===== src/rtl/dmem_ctrl.sv =====
// Data-memory responder: services EX loads/stores against a single-port
// synchronous RAM, doing read-modify-write for partial-word stores.
module dmem_ctrl #(
  parameter int W_WORD = 32,
  parameter int W_ADDR = 16,
  parameter int W_RD   = 5,
  parameter int W_BE   = W_WORD / 8
) (
  input  logic              clk,
  input  logic              rst,
  input  logic              v_i,
  output logic              stall_o,
  input  logic              we_i,
  input  logic [W_BE-1:0]   be_i,
  input  logic [W_ADDR-1:0] addr_i,
  input  logic [W_WORD-1:0] wdata_i,
  input  logic [W_RD-1:0]   rd_num_i,
  output logic              wb_o,
  output logic [W_RD-1:0]   rd_num_o,
  output logic [W_WORD-1:0] rd_data_o,
  output logic [W_ADDR-1:0] mem_a_o,
  output logic              mem_w_o,
  output logic [W_WORD-1:0] mem_d_o,
  input  logic [W_WORD-1:0] mem_q_i
);

  localparam logic [1:0] S_IDLE = 2'd0;
  localparam logic [1:0] S_LOAD = 2'd1;
  localparam logic [1:0] S_RMW  = 2'd2;

  logic [1:0]        state, state_nx;
  logic [W_ADDR-1:0] addr_q;
  logic [W_WORD-1:0] wdata_q;
  logic [W_BE-1:0]   be_q;
  logic [W_RD-1:0]   rd_q;
  logic              wb_q;
  logic [W_RD-1:0]   rd_num_q;
  logic [W_WORD-1:0] rd_data_q;
  logic [W_WORD-1:0] merged;
  logic              mem_w;
  logic              accept;
  logic              be_full;
  logic              be_none;

  assign accept  = v_i && (state == S_IDLE);
  assign be_full = &be_i;
  assign be_none = ~|be_i;

  // Outputs are held at their reset values for the whole time rst is high,
  // including the cycle before the reset edge takes effect.
  assign stall_o   = (state != S_IDLE) && !rst;
  assign wb_o      = wb_q && !rst;
  assign rd_num_o  = rst ? '0 : rd_num_q;
  assign rd_data_o = rst ? '0 : rd_data_q;
  assign mem_w_o   = mem_w && !rst;

  always_comb begin
    merged = mem_q_i;
    for (int unsigned k = 0; k < W_BE; k++) begin
      if (be_q[k]) merged[8*k +: 8] = wdata_q[8*k +: 8];
    end
  end

  always_comb begin
    state_nx = state;
    mem_a_o  = addr_i;
    mem_w    = 1'b0;
    mem_d_o  = wdata_i;
    case (state)
      S_IDLE: begin
        if (accept) begin
          if (!we_i)        state_nx = S_LOAD;
          else if (be_full) mem_w    = 1'b1;
          else if (!be_none) state_nx = S_RMW;
        end
      end
      S_LOAD: begin
        mem_a_o  = addr_q;
        state_nx = S_IDLE;
      end
      S_RMW: begin
        mem_a_o  = addr_q;
        mem_w    = 1'b1;
        mem_d_o  = merged;
        state_nx = S_IDLE;
      end
      default: state_nx = S_IDLE;
    endcase
  end

  always_ff @(posedge clk) begin
    if (rst) begin
      state     <= S_IDLE;
      addr_q    <= '0;
      wdata_q   <= '0;
      be_q      <= '0;
      rd_q      <= '0;
      wb_q      <= 1'b0;
      rd_num_q  <= '0;
      rd_data_q <= '0;
    end else begin
      state <= state_nx;
      if (accept) begin
        addr_q  <= addr_i;
        wdata_q <= wdata_i;
        be_q    <= be_i;
        rd_q    <= rd_num_i;
      end
      wb_q <= (state == S_LOAD);
      if (state == S_LOAD) begin
        rd_num_q  <= rd_q;
        rd_data_q <= mem_q_i;
      end
    end
  end

endmodule


===== config.mk =====
export PLATFORM = sky130hd
export DESIGN_NAME = dmem_ctrl
export DESIGN_NICKNAME = d
export VERILOG_FILES = /design/src/rtl/dmem_ctrl.sv
export SDC_FILE = /design/constraint.sdc
export NUM_CORES = 1
export LEC_CHECK = 0
export BUFFER_PORTS_ARGS = -buffer_cell sky130_fd_sc_hd__buf_2
export CAP_MARGIN = 10
export CELL_PAD_IN_SITES_DETAIL_PLACEMENT = 0
export CELL_PAD_IN_SITES_GLOBAL_PLACEMENT = 1
export CORE_MARGIN = 4
export CORE_UTILIZATION = 37
export CTS_CLUSTER_DIAMETER = 120
export DETAILED_ROUTE_END_ITERATION = 6
export GPL_TIMING_DRIVEN = 0
export PLACE_DENSITY_LB_ADDON = 0.3
export SYNTH_ARGS = -nofsm -noshare
export SYNTH_HDL_FRONTEND = slang
export SYNTH_SLANG_ARGS = --single-unit

===== constraint.sdc =====
create_clock -name clk -period 2.9 [get_ports clk]
set_clock_uncertainty 0.05 [all_clocks]
set_input_delay 0.58 -clock clk [delete_from_list [all_inputs] [get_ports clk]]
set_output_delay 0.58 -clock clk [all_outputs]
set_load 0.03 [all_outputs]

==> results of run 1 <==
cell usage in the layout (no fill, tap or decap):
cell type and n:
buf_4 1, bufinv_16 3, nand3_1 1, clkbuf_1 23
clkinv_2 1, o21ai_1 1, diode_2 1, o21ai_2 1
buf_2 192, nor2_1 73, clkbuf_8 1, clkbuf_2 3
dfxtp_1 97, nand2_1 119, inv_1 2, buf_1 5
mux2i_1 70, a21oi_1 90, clkinvlp_4 1, ha_1 3
clkbuf_16 9, or4b_1 2, nor2b_1 40, mux2_2 16
and2_1 1
worst max-delay path, stage by stage (launching register included):
cell and delay [ns]:
dfxtp_1 0.36, inv_1 0.07, ha_1 0.47, buf_2 0.31, mux2_2 0.36, buf_2 0.18
routing by layer:
metal | track usage [%] | wire [um]
met5 | 0 | 14
met1 | 23.9 | 5790
met3 | 5.41 | 995
met4 | 7.97 | 304
met2 | 31.0 | 6330
area by class of cell:
cell class	count	area, um2
diodes	1	2.50
plain buffers	44	189
clock buffers	11	243
clock inverters	5	103
fillers	1213	6060
inverters	2	7.51
multi-input cells	417	2380
flip-flops and latches	97	1940
well taps	147	184
repair buffers	179	896
cells by family (layout without fill, tap and decap cells):
family                   count (synthesis)  after routing
AND/OR/NAND/NOR                        236            236
AO/OA/AOI/OAI                           92             92
multiplexers                            86             86
other                                    0              1
buffers and inverters                   47            241
flip-flops                              97             97
adder cells (fa/ha/maj)                  3              3
registers in the layout, indices dropped and copies added, names as in the netlist:
name	count
state	2
rd_num_q	5
rd_data_q	32
wdata_q	32
addr_q	16
wb_q	1
be_q	4
rd_q	5
through the flow:
step | cell area, um2 | utilization [%] | setup slack, ns | power, mW
floorplan | 4520 | - | 0.641 | 2.09
global placement | 5600 | 46.6 | 0.234 | 2.37
detailed placement | 5600 | 46.6 | 0.213 | 2.39
CTS | 5950 | 49.5 | 0.124 | 3.77
global route | 5950 | 49.5 | 0.0220 | 3.91
finish | 5950 | 49.5 | 0.182 | 3.73
path summary, 6_finish.rpt:
kind / slack, ns / from / to
setup reg to reg: 1.08 / state[0] / wdata_q[15]
setup / recovery: 0.18 / state[0] / mem_a_o[13]
hold reg to reg: 0.40 / wdata_q[28] / wdata_q[28]
hold / removal: 0.40 / wdata_q[28] / wdata_q[28]
power groups by stage:
stage	sequential, mW	clock, mW	combinational, mW
3_5_place_dp	1.49	0	0.894
5_1_grt	1.47	1.46	0.973
4_1_cts	1.46	1.42	0.897
6_report	1.46	1.38	0.887
2_1_floorplan	1.48	0	0.615
3_3_place_gp	1.49	0	0.883
repair_timing:
action                     4_1_cts  5_1_grt
hold buffers                     0        0
cloned                           0        0
setup buffers                    0        0
setup endpoints to repair       29        7
pin swaps                        0        0
resized for setup                2        2
==> flow_summary_export.csv, run 1 <==
group,metric,value,unit
status,status,"finished, final reports clean",
synth,netlist_instances,561,
drt,drc,0,
min_path,hold_depth,2,
die,die_h,119,um
worst_setup_path,start_kind,"flop",
die,placementRows,40,
cts,clk_pin_slew,0.07,ns
placed_design,dp_hpwl,10000,um
pwr,share_comb_of_total_power,23.8,%
global_routing,grt_pass1_wl,21700,um
synth,synth_xor_area_share,0,%
synth,async_flop_share,0,%
sta,holdWs,0.404,ns
pwr,powerDensity,626,nW/um2
cts,cts_made_buffers,9,
die,initial_core_util,37.7,%
cells_and_area,layoutNonFillerInstCount,903,
global_routing,overflow,0,
synth,synthFlopType,"dfxtp_1",
pwr,p_sw_share,30.3,%
cts,cts_buffer_depth,2,
sta,hold_viol_final,0,
synth,yosysWarnings,0,
job,drv_cap,0,
cells_and_area,nNetsFinal,846,
pwr,pwr-share-clk,37.0,%
worst_setup_path,worstPathRequired,2.27,ns
sta,setup_viol_count_final,0,
cts,cts_sinks,97,
worst_setup_path,crit_arrival,2.09,ns
synth,ys_types,18,
pwr,irDropWorstVdd,354,uV
cts,insertion_delay,0.34,ns
cells_and_area,area_delta_synth_final,31.6,%
synth,synthSimpleGateAreaFrac,22.2,%
sta,finalSetupTns,0,ns
synth,synth_commonest_cells,"nand2_1 (119), dfxtp_1 (97), a21oi_1 (90), nor2_1 (73), mux2i_1 (70)",
placed_design,dp.cells,887,
drt,drt_wl_total,13400,um
min_path,hold_class,"reg -> reg",
worst_setup_path,worstSetupEndpointType,"primary output",
synth,synth_area_leader_cell,"dfxtp_1",
synth,synth_top_area_share,42.9,%
worst_setup_path,path_max_fanout,10,
global_routing,antenna_found_initial,3,
sta,tightestPinTransition,0.714,ns
sta,period_minus_slack,2.72,ns
drt,vias,4361,
placed_design,io_buffers,179,
synth,ys_seq_elements,97,
synth,synthesis.nets,657,
drt,drt-vias-per-instance,4.83,
synth,syn_avg_cell_area,8.06,um2
drt,first_pass_iters,4,
synth,syn_area,4520,um2
worst_setup_path,reg2regPathDepth,7,
global_routing,grt_usage,19.1,%
pwr,switchingPower,1.13,mW
cts,cts_max_level,3,
sta,period_share,93.7,%
global_routing,grt_max_degree,16,
cts,cts_tree,"built",
placed_design,place.gp.congestion,0.800,
cells_and_area,drive_above_1_share,30.2,%
synth,synth.most_common_cell,"nand2_1",
sta,rsz0062_at_grt,"no",
worst_setup_path,crit_type,"reg -> out",
synth,synth_area_leaders,"dfxtp_1 (43%), mux2i_1 (15%), a21oi_1 (10%)",
pwr,p_leak,2.62,nW
pwr,pwr-share-seq,39.2,%
synth,ys_seq_area_share,42.9,%
synth,synth_edf_count,0,
drt,drt_iter0_markers,205,
sta,drv_slew,0,
die,dieArea,14100,um2
synth,synth_mux_area_share,19.5,%
synth,synth-adder-area-share,0.830,%
synth,synth_top_family_by_area,"simple AND/OR/NAND/NOR gates",
die,die_w,119,um
sta,max_freq,0.368,GHz
sta,relSlewSlack,52.4,%
die,core_area,12000,um2
cts,cts-root-buf,"clkbuf_16",
global_routing,grt_pass1_vias,4286,
drt,ant_nets,0,
drt,avgRoutedWirePerCell,14.9,um
synth,synth_compound_area_share,10.3,%
die,boundaryPins,181,
pwr,cell_internal_pwr,2.60,mW
No activity file was read; power rests on OpenSTA's default activity.
==> run 2, diff against run 1 <==
CORE_UTILIZATION = 38   (was 37)
CTS_BUF_LIST = sky130_fd_sc_hd__clkbuf_8   (was unset)
TNS_END_PERCENT = 5   (was unset)
==> run 2 against run 1 <==
  * Count of clock-buffer cells in the layout unchanged
  * Wire length shrank 1.2%
  * Via count fell by 1.1%
  * Global-route usage shrank 0.15 points
  * Combinational power is essentially flat
  * Register-to-register slack worse by 0.03 ns
  * Largest cell class unchanged
  * Sequential power about the same
  * Final cell count shrank 0.33%
  * Highest routed layer unchanged
  * Total power decreased by 10%
  * Critical path depth grew 1
  * First-iteration DRC count down 21%
  * Non-clock buffer count up 1
==> flow_summary_export.csv, run 2 (synthesis gave the netlist of run 1 again) <==
group,metric,value,unit
min_path,hold_start,"rd_num_i[0]",
placed_design,dp_hpwl,10000,um
worst_setup_path,path_buf_inv,4,
die,dieArea,13700,um2
sta,rsz0062_at_grt,"no",
sta,period_minus_slack,2.77,ns
sta,max_freq,0.361,GHz
cts,cts_sinks,97,
cts,cts_resized,4,
pwr,irDropWorstVdd,280,uV
placed_design,io_buffers,179,
cts,postCtsHoldBufs,0,
cts,insertion_delay,0.36,ns
worst_setup_path,r2r_setup_slack,1.05,ns
worst_setup_path,critPathTopFamily,"buffers and inverters",
cts,cts_made_buffers,9,
cts,post_cts_buffers,0,
worst_setup_path,startpoint,"state[0]",
drt,ant_nets,0,
die,boundaryPins,181,
sta,drv_slew,0,
worst_setup_path,path_max_fanout,10,
drt,avgRoutedWirePerCell,14.7,um
pwr,p_leak,2.57,nW
sta,period_share,95.4,%
global_routing,grt_pass1_wl,20300,um
status,status,"finished, final reports clean",
placed_design,dp_slack,0.207,ns
worst_setup_path,crit_type,"reg -> out",
sta,finalSetupTns,0,ns
worst_setup_path,start_kind,"flop",
global_routing,grt_max_degree,16,
cells_and_area,final_util,50.7,%
job,drv_cap,0,
drt,vias,4314,
cells_and_area,ff_latch_area,1940,um2
die,placementRows,39,
global_routing,grt_usage,19.0,%
sta,setup_ws,0.133,ns
cells_and_area,nFillCells,1163,
drt,drc,0,
worst_setup_path,cp_common_cell,"buf_2",
cts,cts-root-buf,"clkbuf_8",
pwr,powerDensity,574,nW/um2
cells_and_area,area_delta_synth_final,29.0,%
worst_setup_path,crit_chain,"inv_1 -> ha_1 -> clkbuf_2 -> buf_2 -> mux2_2 -> buf_2",
min_path,hold_class,"in -> reg",
sta,hold_viol_final,0,
cells_and_area,multi_input_area,2380,um2
cells_and_area,top_regs,"rd_data_q x32, wdata_q x32, addr_q x16",
worst_setup_path,max_stage_delay,0.37,ns
die,die_h,117,um
cells_and_area,nNetsFinal,847,
placed_design,place.gp.congestion,0.784,
die,core_area,11500,um2
cells_and_area,mostFrequentLayoutCell,"buf_2",
global_routing,antenna_found_initial,1,
cts,cts_max_level,3,
cells_and_area,layout_common_cells,"buf_2 (192), nand2_1 (119), dfxtp_1 (97)",
worst_setup_path,cp_slowest_cell,"dfxtp_1",
drt,drt_wl_total,13300,um
worst_setup_path,worstPathRequired,2.27,ns
drt,drt_iter0_markers,162,
sta,setup_viol_count_final,0,
global_routing,grt_pass1_vias,4081,
cts,cts_tree,"built",
die,die_w,117,um
die,initial_core_util,39.3,%
worst_setup_path,reg2reg_from,"state[0]",
worst_setup_path,crit_arrival,2.14,ns
sta,tightestPinTransition,0.703,ns
sta,relSlewSlack,53.1,%
drt,first_pass_iters,4,
cts,clk_pin_slew,0.09,ns
global_routing,overflow,0,
worst_setup_path,worstSetupEndpointType,"primary output",
sta,holdWs,0.402,ns
cts,cts_buffer_depth,2,
cells_and_area,drive_above_1_share,30.4,%
drt,drt-vias-per-instance,4.79,
run 2: changes by cell type in the layout (fill, tap and decap cells not counted):
cell,delta
bufinv_16,-1
clkinv_2,+1
clkbuf_2,+1
clkbuf_8,+10
clkbuf_1,-1
clkbuf_16,-9
run 2: power by group:
part / leakage (nW) / internal (mW) / switching (mW)
combinational: 1.66 / 0.313 / 0.571
sequential: 0.793 / 1.42 / 0.0419
clock: 0.115 / 0.530 / 0.470
run 2: worst paths after layout:
check | endpoint | cells past startpoint
min | rd_q[0] | 3
max | mem_a_o[7] | 6
min reg2reg | addr_q[2] | 2
max reg2reg | wdata_q[7] | 7
run 2: area by class of cell:
class | count | area share (%)
inverters | 2 | 0.129
multi-input cells | 417 | 40.9
clock buffers | 11 | 2.59
repair buffers | 179 | 15.4
flip-flops and latches | 97 | 33.3
clock inverters | 5 | 1.33
diodes | 1 | 0.0429
plain buffers | 45 | 3.32
well taps | 143 | 3.07
run 2: through the flow:
step	instances	area, um2	total power [mW]
global route	899	5830	3.52
floorplan	561	4520	2.09
global placement	883	5600	2.37
detailed placement	883	5600	2.38
finish	900	5830	3.35
CTS	899	5830	3.39
run 2: tightest hold or removal path, cell delays in order:
cell and delay [ns]:
buf_2 0.09, nand2_1 0.05, a21oi_1 0.05
run 2: per-layer routing:
layer | GRT usage [%] | routed length (um) | up-vias
li1 | - | - | 2221
met3 | 5.24 | 1020 | 12
met1 | 24.3 | 5800 | 1954
met5 | 0 | 7 | -
met2 | 30.7 | 6270 | 125
met4 | 7.03 | 172 | 2
